### config.mk
export PLATFORM = sky130hd
export DESIGN_NAME = fetch_decode
export DESIGN_NICKNAME = d
export VERILOG_FILES = /design/src/rtl/fetch_decode.sv
export SDC_FILE = /design/constraint.sdc
export NUM_CORES = 1
export LEC_CHECK = 0
export ABC_AREA = 1
export ABC_CLOCK_PERIOD_IN_PS = 2100
export CORE_MARGIN = 3
export CORE_UTILIZATION = 55
export DETAILED_ROUTE_END_ITERATION = 8
export DONT_BUFFER_PORTS = 1
export GPL_TIMING_DRIVEN = 0
export PLACE_DENSITY = 0.76
export SETUP_SLACK_MARGIN = 0.3
export SYNTH_ARGS = -nofsm -noshare
export SYNTH_HDL_FRONTEND = slang
export SYNTH_SLANG_ARGS = --single-unit
export TNS_END_PERCENT = 10
### constraint.sdc
create_clock -name clk -period 2.1 [get_ports clk]
set_input_delay 0.315 -clock clk [delete_from_list [all_inputs] [get_ports clk]]
set_output_delay 0.315 -clock clk [all_outputs]
set_load 0.05 [all_outputs]
### src/rtl/fetch_decode.sv
// fetch_decode: instruction fetch and OP-IMM decode front end.
// Fetches 32-bit words over a req/resp handshake, decodes ADDI/SLLI into an
// execute command and buffers commands in a 2-entry FIFO for the execute stage.
// Any other encoding halts fetch and latches a sticky illegal flag plus its pc.
// Ports:
//   clk, rst_n                      clock, async active-low reset
//   imem_req_valid/addr/ready       fetch request handshake
//   imem_resp_valid/data            instruction response (one cycle each)
//   out_valid/ready                 downstream command handshake
//   out_op/dst/src1/imm/pc          head-of-FIFO command fields
//   illegal, illegal_pc             sticky illegal flag and offending address

package fetch_decode_pkg;
  typedef enum logic {
    ALU_ADD = 1'b0,
    ALU_SHL = 1'b1
  } alu_op_t;

  typedef logic [4:0] reg_addr_t;
endpackage

module fetch_decode
  import fetch_decode_pkg::*;
#(
  parameter int unsigned XLEN     = 32,
  parameter logic [31:0] RESET_PC = 32'h0000_0000
) (
  input  logic            clk,
  input  logic            rst_n,
  output logic            imem_req_valid,
  output logic [31:0]     imem_req_addr,
  input  logic            imem_req_ready,
  input  logic            imem_resp_valid,
  input  logic [31:0]     imem_resp_data,
  output logic            out_valid,
  input  logic            out_ready,
  output alu_op_t         out_op,
  output reg_addr_t       out_dst,
  output reg_addr_t       out_src1,
  output logic [XLEN-1:0] out_imm,
  output logic [31:0]     out_pc,
  output logic            illegal,
  output logic [31:0]     illegal_pc
);

  localparam logic [6:0] OPC_OP_IMM = 7'b0010011;
  localparam logic [2:0] F3_ADDI    = 3'b000;
  localparam logic [2:0] F3_SLLI    = 3'b001;

  typedef struct packed {
    alu_op_t         op;
    reg_addr_t       dst;
    reg_addr_t       src1;
    logic [XLEN-1:0] imm;
    logic [31:0]     pc;
  } cmd_t;

  // BOOT gives one reset-exit cycle so the request comes up one edge after rst_n rises
  typedef enum logic [2:0] {
    S_BOOT  = 3'd0,
    S_REQ   = 3'd1,
    S_WAIT  = 3'd2,
    S_STALL = 3'd3,
    S_HALT  = 3'd4
  } state_t;

  state_t      state_q, state_d;
  logic [31:0] pc_q;
  logic        req_valid_q;
  cmd_t        head_q, head_d;
  cmd_t        tail_q, tail_d;
  logic [1:0]  count_q, count_d;
  logic        valid_q;
  logic        illegal_q;
  logic [31:0] illegal_pc_q;

  cmd_t        dec_cmd;
  logic        dec_legal;
  logic        push;
  logic        pop;
  logic        halt_set;
  logic        credit;

  // Decode of the response word into a command
  always_comb begin
    dec_legal    = 1'b0;
    dec_cmd      = '0;
    dec_cmd.op   = ALU_ADD;
    dec_cmd.dst  = imem_resp_data[11:7];
    dec_cmd.src1 = imem_resp_data[19:15];
    dec_cmd.pc   = pc_q;
    if (imem_resp_data[6:0] == OPC_OP_IMM) begin
      if (imem_resp_data[14:12] == F3_ADDI) begin
        dec_legal   = 1'b1;
        dec_cmd.imm = {{(XLEN-12){imem_resp_data[31]}}, imem_resp_data[31:20]};
      end else if (imem_resp_data[14:12] == F3_SLLI && imem_resp_data[31:25] == 7'b0) begin
        dec_legal   = 1'b1;
        dec_cmd.op  = ALU_SHL;
        dec_cmd.imm = XLEN'(imem_resp_data[24:20]);
      end
    end
  end

  assign push     = (state_q == S_WAIT) && imem_resp_valid && dec_legal;
  assign halt_set = (state_q == S_WAIT) && imem_resp_valid && !dec_legal;
  assign pop      = valid_q && out_ready;

  // FIFO next state; head_q always holds the oldest entry
  always_comb begin
    head_d  = head_q;
    tail_d  = tail_q;
    count_d = count_q;
    unique case ({push, pop})
      2'b10: begin
        if (count_q == 2'd0) head_d = dec_cmd;
        else                 tail_d = dec_cmd;
        count_d = count_q + 2'd1;
      end
      2'b01: begin
        if (count_q == 2'd2) head_d = tail_q;
        count_d = count_q - 2'd1;
      end
      2'b11: begin
        if (count_q == 2'd2) begin
          head_d = tail_q;
          tail_d = dec_cmd;
        end else begin
          head_d = dec_cmd;
        end
      end
      default: ;
    endcase
  end

  // A new request fits only if the FIFO will hold at most one entry
  assign credit = (count_d <= 2'd1);

  // Fetch FSM next state
  always_comb begin
    state_d = state_q;
    unique case (state_q)
      S_BOOT:  state_d = S_REQ;
      S_REQ:   if (imem_req_ready) state_d = S_WAIT;
      S_WAIT: begin
        if (imem_resp_valid) begin
          if (dec_legal) state_d = credit ? S_REQ : S_STALL;
          else           state_d = S_HALT;
        end
      end
      S_STALL: if (credit) state_d = S_REQ;
      S_HALT:  state_d = S_HALT;
      default: state_d = S_BOOT;
    endcase
  end

  // State and datapath registers
  always_ff @(posedge clk or negedge rst_n) begin
    if (!rst_n) begin
      state_q      <= S_BOOT;
      pc_q         <= RESET_PC;
      req_valid_q  <= 1'b0;
      head_q       <= '0;
      tail_q       <= '0;
      count_q      <= 2'd0;
      valid_q      <= 1'b0;
      illegal_q    <= 1'b0;
      illegal_pc_q <= 32'h0;
    end else begin
      state_q     <= state_d;
      req_valid_q <= (state_d == S_REQ);
      head_q      <= head_d;
      tail_q      <= tail_d;
      count_q     <= count_d;
      valid_q     <= (count_d != 2'd0);
      if (push) pc_q <= pc_q + 32'd4;
      if (halt_set) begin
        illegal_q    <= 1'b1;
        illegal_pc_q <= pc_q;
      end
    end
  end

  assign imem_req_valid = req_valid_q;
  assign imem_req_addr  = pc_q;
  assign out_valid      = valid_q;
  assign out_op         = head_q.op;
  assign out_dst        = head_q.dst;
  assign out_src1       = head_q.src1;
  assign out_imm        = head_q.imm;
  assign out_pc         = head_q.pc;
  assign illegal        = illegal_q;
  assign illegal_pc     = illegal_pc_q;

endmodule

# --- Word level (Yosys, flattened, before mapping) ---
# Index checks and enable logic that the tools add are counted.
totals:
  ff_bits: 222
  inputBits: 37
  wordCells: 73
classes:
  addsub: 3
  n_lt_le_gt_ge: 1
  n_eq_ne: 15
  n_mux: 22
  n_reduce_logical: 15
ops:
  columns: ["operator", "n"]
  rows:
  - ["75-bit 2-to-1 mux", 5]
  - ["75-bit one-hot mux with 3 select lines", 1]
  - ["75-bit one-hot mux with 2 select lines", 1]
  - ["32-bit 2-to-1 mux", 2]
  - ["32-bit by 3-bit adder with 32-bit output, second input constant", 1]
  - ["3-bit one-hot mux with 5 select lines", 1]
  - ["3-bit 2-to-1 mux", 4]
  - ["3-bit by 1-bit == test with 1-bit output, second input constant", 3]
  - ["2-bit inequality test, second input constant", 4]
  - ["7-bit by 5-bit == test with 1-bit output, second input constant", 1]
  - ["7-bit zero test", 1]
  - ["2-bit == test, second input constant", 3]
  - ["3-bit by 2-bit == test with 1-bit output, second input constant", 2]
  - ["3-bit zero test", 2]
  - ["3-bit AND reduction", 2]
  - ["1-bit logical AND", 5]
  - ["1-bit 2-to-1 mux", 5]
  - ["5-bit 2-to-1 mux", 1]
  - ["2-bit one-hot mux with 2 select lines", 1]
  - ["2-bit nonzero test", 2]
  - ["3-bit == test, second input constant", 1]
  - ["3-bit nonzero test", 1]
  - ["2-bit by 1-bit adder with 2-bit output, second input constant", 1]
  - ["2-bit by 1-bit == test with 1-bit output, second input constant", 1]
  - ["other kinds (5)", 5]

# --- Depth between registers and ports, before layout ---
logic_depth:
  depth_word: 14
  depth_mapped: 17
  ltp_nobuf: 17

# --- Worst setup path after synthesis ---
# OpenSTA, ideal clock, no wires.
synth_path:
  kind: "flip-flop to flip-flop"
  startpoint: "register valid_q (netlist: out_valid)"
  endpoint: "register tail_q[23] (netlist bit)"
  setup_ps: 131
  arrival_ps: 2246
  t_required_ps: 1969
  path_slack_ps: -277
  stages_incl_launch_ff: 12
  n_path_buf: 3
  synth_period_minus_slack_ps: 2377
  path_cell_list: "dfrtp_1 -> nand2_1 -> inv_1 -> clkbuf_1 -> ha_1 -> nand3_1 -> o21ai_2 -> inv_2 -> buf_2 -> buf_2 -> nand2_1 -> o21ai_0"
synth_between:
  elab_chain_cells: 4
  elab_cells_between_ends: 8
  cone_classes: "eq/ne (4); mux (1); reduce/logical (3)"
synth_lines:
  columns: ["element", "line", "source"]
  rows:
  - ["start, declared", "73", "logic valid_q;"]
  - ["start signal, assigned", "174", "valid_q <= (count_d != 2'd0);"]
  - ["1-bit logical AND *", "106", "assign pop = valid_q && out_ready;"]
  - ["2-bit == test", "113", "unique case ({push, pop})"]
  - ["2-bit inequality test (no source line) or 2-bit nonzero test (tied branches)", null, null]
  - ["3-bit AND reduction (no source line)", null, null]
  - ["end signal, assigned", "172", "tail_q <= tail_d;"]
  - ["end, declared", "71", "cmd_t tail_q, tail_d;"]
# Every way passes the cells marked *; elsewhere a longest branch is shown, timed or not.
# A chain may end at the register's enable or synchronous reset.

# --- Worst setup path after layout ---
layout_path:
  startpoint: "register state_q[0]"
  endpoint: "register head_q, in the netlist out_dst[2]"
layout_between:
  elab_chain_cells: 6
  elab_cells_between_ends: 11
  cone_classes: "eq/ne (6); mux (1); reduce/logical (4)"
layout_lines:
  columns: ["element", "line", "source"]
  rows:
  - ["start, declared", "67", "state_t state_q, state_d;"]
  - ["start signal, assigned", "169", "state_q <= state_d;"]
  - ["3-bit by 2-bit == test with 1-bit output *", "104", "assign push = (state_q == S_WAIT) && imem_resp_valid && dec_legal;"]
  - ["1-bit logical AND * (2 in a row)", "104", null]
  - ["net push", "79", "logic push;"]
  - ["2-bit by 1-bit == test with 1-bit output or 2-bit == test (tied branches)", "113", null]
  - ["2-bit inequality test (no source line) or 3-bit nonzero test (tied branches)", null, null]
  - ["3-bit AND reduction (no source line)", null, null]
  - ["end signal, assigned", "162", "head_q <= '0;"]
  - ["end signal, assigned", "171", "head_q <= head_d;"]
  - ["end, declared", "70", "cmd_t head_q, head_d;"]
# The timed path passes the listed nets; every way through them passes the cells marked *.

==> Flow_metrics.wiki <==
{| class="wikitable"
! Metric !! Value
|-
| Mux contribution to synthesized area || 0%
|-
| GRT Total Usage || 31.2%
|-
| Worst skew pair latency || 450 ps
|-
| Die Width || 131 µm
|-
| Number of global-route vias before repair || 7903
|-
| Mapped Avg Cell Area || between 8 and 9 µm²
|-
| Sequential cell area fraction in the yosys report || 50.4%
|-
| Transition at the pin with the smallest max-transition slack || 911 ps
|-
| Final antenna diode count || 0
|-
| Wire length on met1 || roughly 11 mm
|-
| Number of levels in the clock H-tree || 4
|-
| Die Ht || roughly 130 µm
|-
| Number of buffers inserted during clock tree synthesis || 17
|-
| Share of post-route cells with drive strength above 1 || 34.6%
|-
| Lkg Pwr || 5.42 nW
|-
| Final setup violating endpoints || ~110
|-
| Die area || 17200 µm²
|-
| Initial Utilization || 56.6%
|-
| Detailed route wirelength on metal2 || 13.9 mm
|-
| Number of sinks driven by the clock tree || between 150 and 200
|-
| CTS tree || done
|-
| Worst setup slack after layout || -159 ps
|-
| Iteration-0 DRC count of the detailed router || 833
|-
| Area share of the largest cell type after synthesis || about half
|-
| Routed wire length || 29.1 mm
|-
| Violations in the final reports || negative hold slack, negative setup slack
|-
| Skew final || approximately 16 ps
|-
| Number of optimization iterations in the first detailed-route pass || 8
|-
| Run status || complete, but fails checks
|-
| Area growth from synthesis to layout || 33.1%
|-
| Synth warn || 0
|-
| Final Instance Count excl. Fillers || between 1000 and 1500
|-
| Net total in the final layout || 1166
|-
| Root buf cell || sky130_fd_sc_hd__clkbuf_16
|-
| Highest routed layer || met4
|-
| Xor/xnor share of the synthesized area || 1.12%
|-
| Power per unit of standard cell area || ~1200 nW/µm²
|-
| Type of origin of the critical path || flip-flop
|-
| Yosys cell types || 37
|-
| Crit share post-route || 108%
|-
| Post-DP HPWL || 16.1 mm
|-
| Worst slack on hold paths || -431 ps
|-
| Initial antenna violation count || 0
|-
| Routed length on met3 || 2.96 mm
|-
| Post-Syn Area || 8640 µm²
|-
| Gpl congestion || 0.937
|-
| Deepest clock path buffer count || 2
|-
| Number of placement rows || 45
|-
| Final hold violation count || 174
|-
| Drt wl/cell || roughly 22 µm
|-
| Largest cells by area after synthesis || sky130_fd_sc_hd__dfrtp_1, sky130_fd_sc_hd__nand2_1, sky130_fd_sc_hd__buf_4
|-
| Number of cells produced by synthesis || 1043
|-
| Count of filler cells inserted in the layout || approximately 970
|-
| First-pass GRT wire length || 43.1 mm
|-
| Top library cells by usage in the layout, fill and taps aside || sky130_fd_sc_hd__nand2_1, sky130_fd_sc_hd__dfrtp_1, sky130_fd_sc_hd__inv_1
|-
| Clock-pin slew on the worst setup and hold paths || roughly 70 ps
|-
| Peak VDD IR || around 0.98 mV
|-
| Most common library cell in the layout ignoring fill and taps || sky130_fd_sc_hd__nand2_1
|-
| Normalized max-slew margin || 39.2%
|-
| WS Path Type || flip-flop to flip-flop
|-
| Number of ports placed on the die boundary || 179
|-
| Hold crit path type || input pin to async pin
|-
| Number of cells in the design after placement || approximately 1300
|-
| Unrepaired setup endpoints after global routing || yes
|-
| Yosys reg bits || 174
|-
| ANT nets after route || 0
|-
| Endpoint class of the critical path || flip-flop
|-
| Max-capacitance violation count || 0
|-
| Fin. max-slew vios || 0
|-
| Worst EP required || 2440 ps
|-
| Dominant combinational cell family by area after synthesis || simple AND/OR/NAND/NOR gates
|-
| Setup TNS Final || -9960 ps
|-
| Cell type with the largest total area after synthesis || sky130_fd_sc_hd__dfrtp_1
|-
| Min cycle time layout || 2260 ps
|-
| Placeable core region || about 15000 µm²
|-
| Number of I/O port buffers || 0
|-
| Basic-gate share of the synthesized area counting and, or, nand and nor cells || 22.0%
|-
| Data arrival time of the critical path || 2600 ps
|-
| Largest net degree at the start of global routing || 175
|-
| Biggest fanout along the worst timing path || 5
|-
| Hold-fix buffer count after cts || 9
|-
| Per-cell via count in the routed design || 5.96
|-
| Total via count after detailed routing || 8027
|-
| Adder-cell area share of the yosys netlist || 0.724%
|-
| Number of remaining DRC errors || 0
|-
| Grt total ovfl || 0
|-
| Share of the synthesized area in compound gates (AO/OA/AOI/OAI) || 12.7%
|-
| Maximum clock rate || approximately 440 MHz
|}
-- critical path: stages (launching register included) --
cell	delay, ps
sky130_fd_sc_hd__dfrtp_1	410
sky130_fd_sc_hd__nor2_4	150
sky130_fd_sc_hd__nand2_2	80
sky130_fd_sc_hd__inv_2	70
sky130_fd_sc_hd__nand2_2	70
sky130_fd_sc_hd__clkinv_4	70
sky130_fd_sc_hd__nand2_8	70
sky130_fd_sc_hd__clkinv_8	50
sky130_fd_sc_hd__buf_12	90
sky130_fd_sc_hd__ha_4	170
sky130_fd_sc_hd__nand3_4	130
sky130_fd_sc_hd__a21oi_4	300
sky130_fd_sc_hd__buf_4	210
sky130_fd_sc_hd__nand2_1	90
sky130_fd_sc_hd__a22oi_1	180
-- per-stage QoR --
step / hold WS [ps] / util [%] / cell area, µm² / worst slack, ps / total power, mW
finish: -431 / 75.4 / 11500 / -159 / 13.4
global route: -451 / 75.4 / 11500 / -240 / 13.8
CTS: -433 / 71.8 / 11000 / 28.6 / 13.0
detailed placement: 28.1 / 59.4 / 9060 / -579 / 8.83
global placement: 28.5 / 59.4 / 9060 / -550 / 8.77
floorplan: 19.4 / - / 8790 / 18.6 / 8.31
-- where the power goes --
part	internal, mW	switching [mW]
Clock	2.01	1.35
Sequential	3.87	2.39
Combinational	1.55	2.27
-- synth_stat cells --
| master | n |
|---|---|
| sky130_fd_sc_hd__nand2_1 | 328 |
| sky130_fd_sc_hd__dfrtp_1 | 174 |
| sky130_fd_sc_hd__inv_1 | 111 |
| sky130_fd_sc_hd__buf_4 | 58 |
| sky130_fd_sc_hd__a22oi_1 | 54 |
| sky130_fd_sc_hd__nor2_1 | 49 |
| sky130_fd_sc_hd__o21ai_1 | 46 |
| sky130_fd_sc_hd__nand3_1 | 34 |
| sky130_fd_sc_hd__a31oi_1 | 30 |
| sky130_fd_sc_hd__a21oi_1 | 26 |
| sky130_fd_sc_hd__o21ai_0 | 25 |
| sky130_fd_sc_hd__buf_2 | 21 |
| sky130_fd_sc_hd__clkbuf_1 | 18 |
| sky130_fd_sc_hd__nor3_1 | 11 |
| sky130_fd_sc_hd__nand3_2 | 10 |
| sky130_fd_sc_hd__xor2_1 | 10 |
| sky130_fd_sc_hd__inv_2 | 6 |
| sky130_fd_sc_hd__ha_1 | 5 |
| sky130_fd_sc_hd__buf_6 | 4 |
| sky130_fd_sc_hd__nand2_4 | 3 |
| sky130_fd_sc_hd__nor2_2 | 3 |
| sky130_fd_sc_hd__nand4_1 | 2 |
| sky130_fd_sc_hd__a21oi_2 | 1 |
| sky130_fd_sc_hd__and2_1 | 1 |
| sky130_fd_sc_hd__buf_12 | 1 |
| sky130_fd_sc_hd__clkinv_2 | 1 |
| sky130_fd_sc_hd__clkinv_4 | 1 |
| sky130_fd_sc_hd__conb_1 | 1 |
| sky130_fd_sc_hd__nand2_2 | 1 |
| sky130_fd_sc_hd__nand3_4 | 1 |
| sky130_fd_sc_hd__nand3b_4 | 1 |
| sky130_fd_sc_hd__nor2_8 | 1 |
| sky130_fd_sc_hd__nor3_2 | 1 |
| sky130_fd_sc_hd__nor3b_1 | 1 |
| sky130_fd_sc_hd__o21ai_2 | 1 |
| sky130_fd_sc_hd__or2_2 | 1 |
| sky130_fd_sc_hd__xnor2_1 | 1 |
-- repair_timing --
item	in CTS	in global routing
setup endpoints to repair	136	156
endpoints found under the hold margin	183	174
gates resized for setup	218	89
gates cloned	5	9
pin swaps	67	25
buffers inserted	28	6
-- cell families (layout without fill, tap and decap cells) --
group                      after synthesis  count (layout)
and+or+nand+nor                        448             449
other                                    1               6
adders and majority gates                5               5
DFF                                    174             174
AOI/OAI and AO/OA                      183             183
buffers and inverters                  221             307
xor gates and xnor gates                11              11
-- area by class of cell --
class                      instances  area (µm²)  area share, %
sequential                       174        4370           38.0
multi-input combinational        654        4060           35.3
buffer                           102        1040           9.08
timing repair buffer              56         683           5.94
inverter                         119         474           4.12
clock buffer                      19         443           3.85
tap                              211         264           2.30
clock inverter                    11         166           1.45
-- final timing paths --
kind | start | to | slack, ps | cells after the start
max | state_q[0]$_DFF_PN0_ | out_dst[2]$_DFFE_PN0P_ | -160 | 14
min | rst_n | out_pc[6]$_DFFE_PN0P_ | -430 | 0
max reg2reg | state_q[0]$_DFF_PN0_ | out_dst[2]$_DFFE_PN0P_ | -160 | 14
min reg2reg | tail_q[29]$_DFFE_PN0P_ | tail_q[29]$_DFFE_PN0P_ | 490 | 2
max in group asynchronous | rst_n | out_imm[30]$_DFFE_PN0P_ | 2120 | 0
min in group clk | imem_resp_data[21] | tail_q[33]$_DFFE_PN0P_ | 30 | 2
-- routing by layer --
| metal | vias up | GRT usage, % |
|---|---|---|
| met5 | - | 0 |
| met4 | 0 | 13.1 |
| met3 | 124 | 8.81 |
| met2 | 561 | 50.2 |
| met1 | 3889 | 40.1 |
| li1 | 3453 | - |
-- flip-flops by register name, summed over array words and instances, names as in the netlist --
register,cells
out_valid,1
count_q,2
out_op,1
imem_req_valid,1
imem_req_addr,30
out_pc,30
state_q,3
out_dst,5
out_imm,12
illegal,1
tail_q,53
out_src1,5
illegal_pc,30
Power figures use the tool's default switching activity.
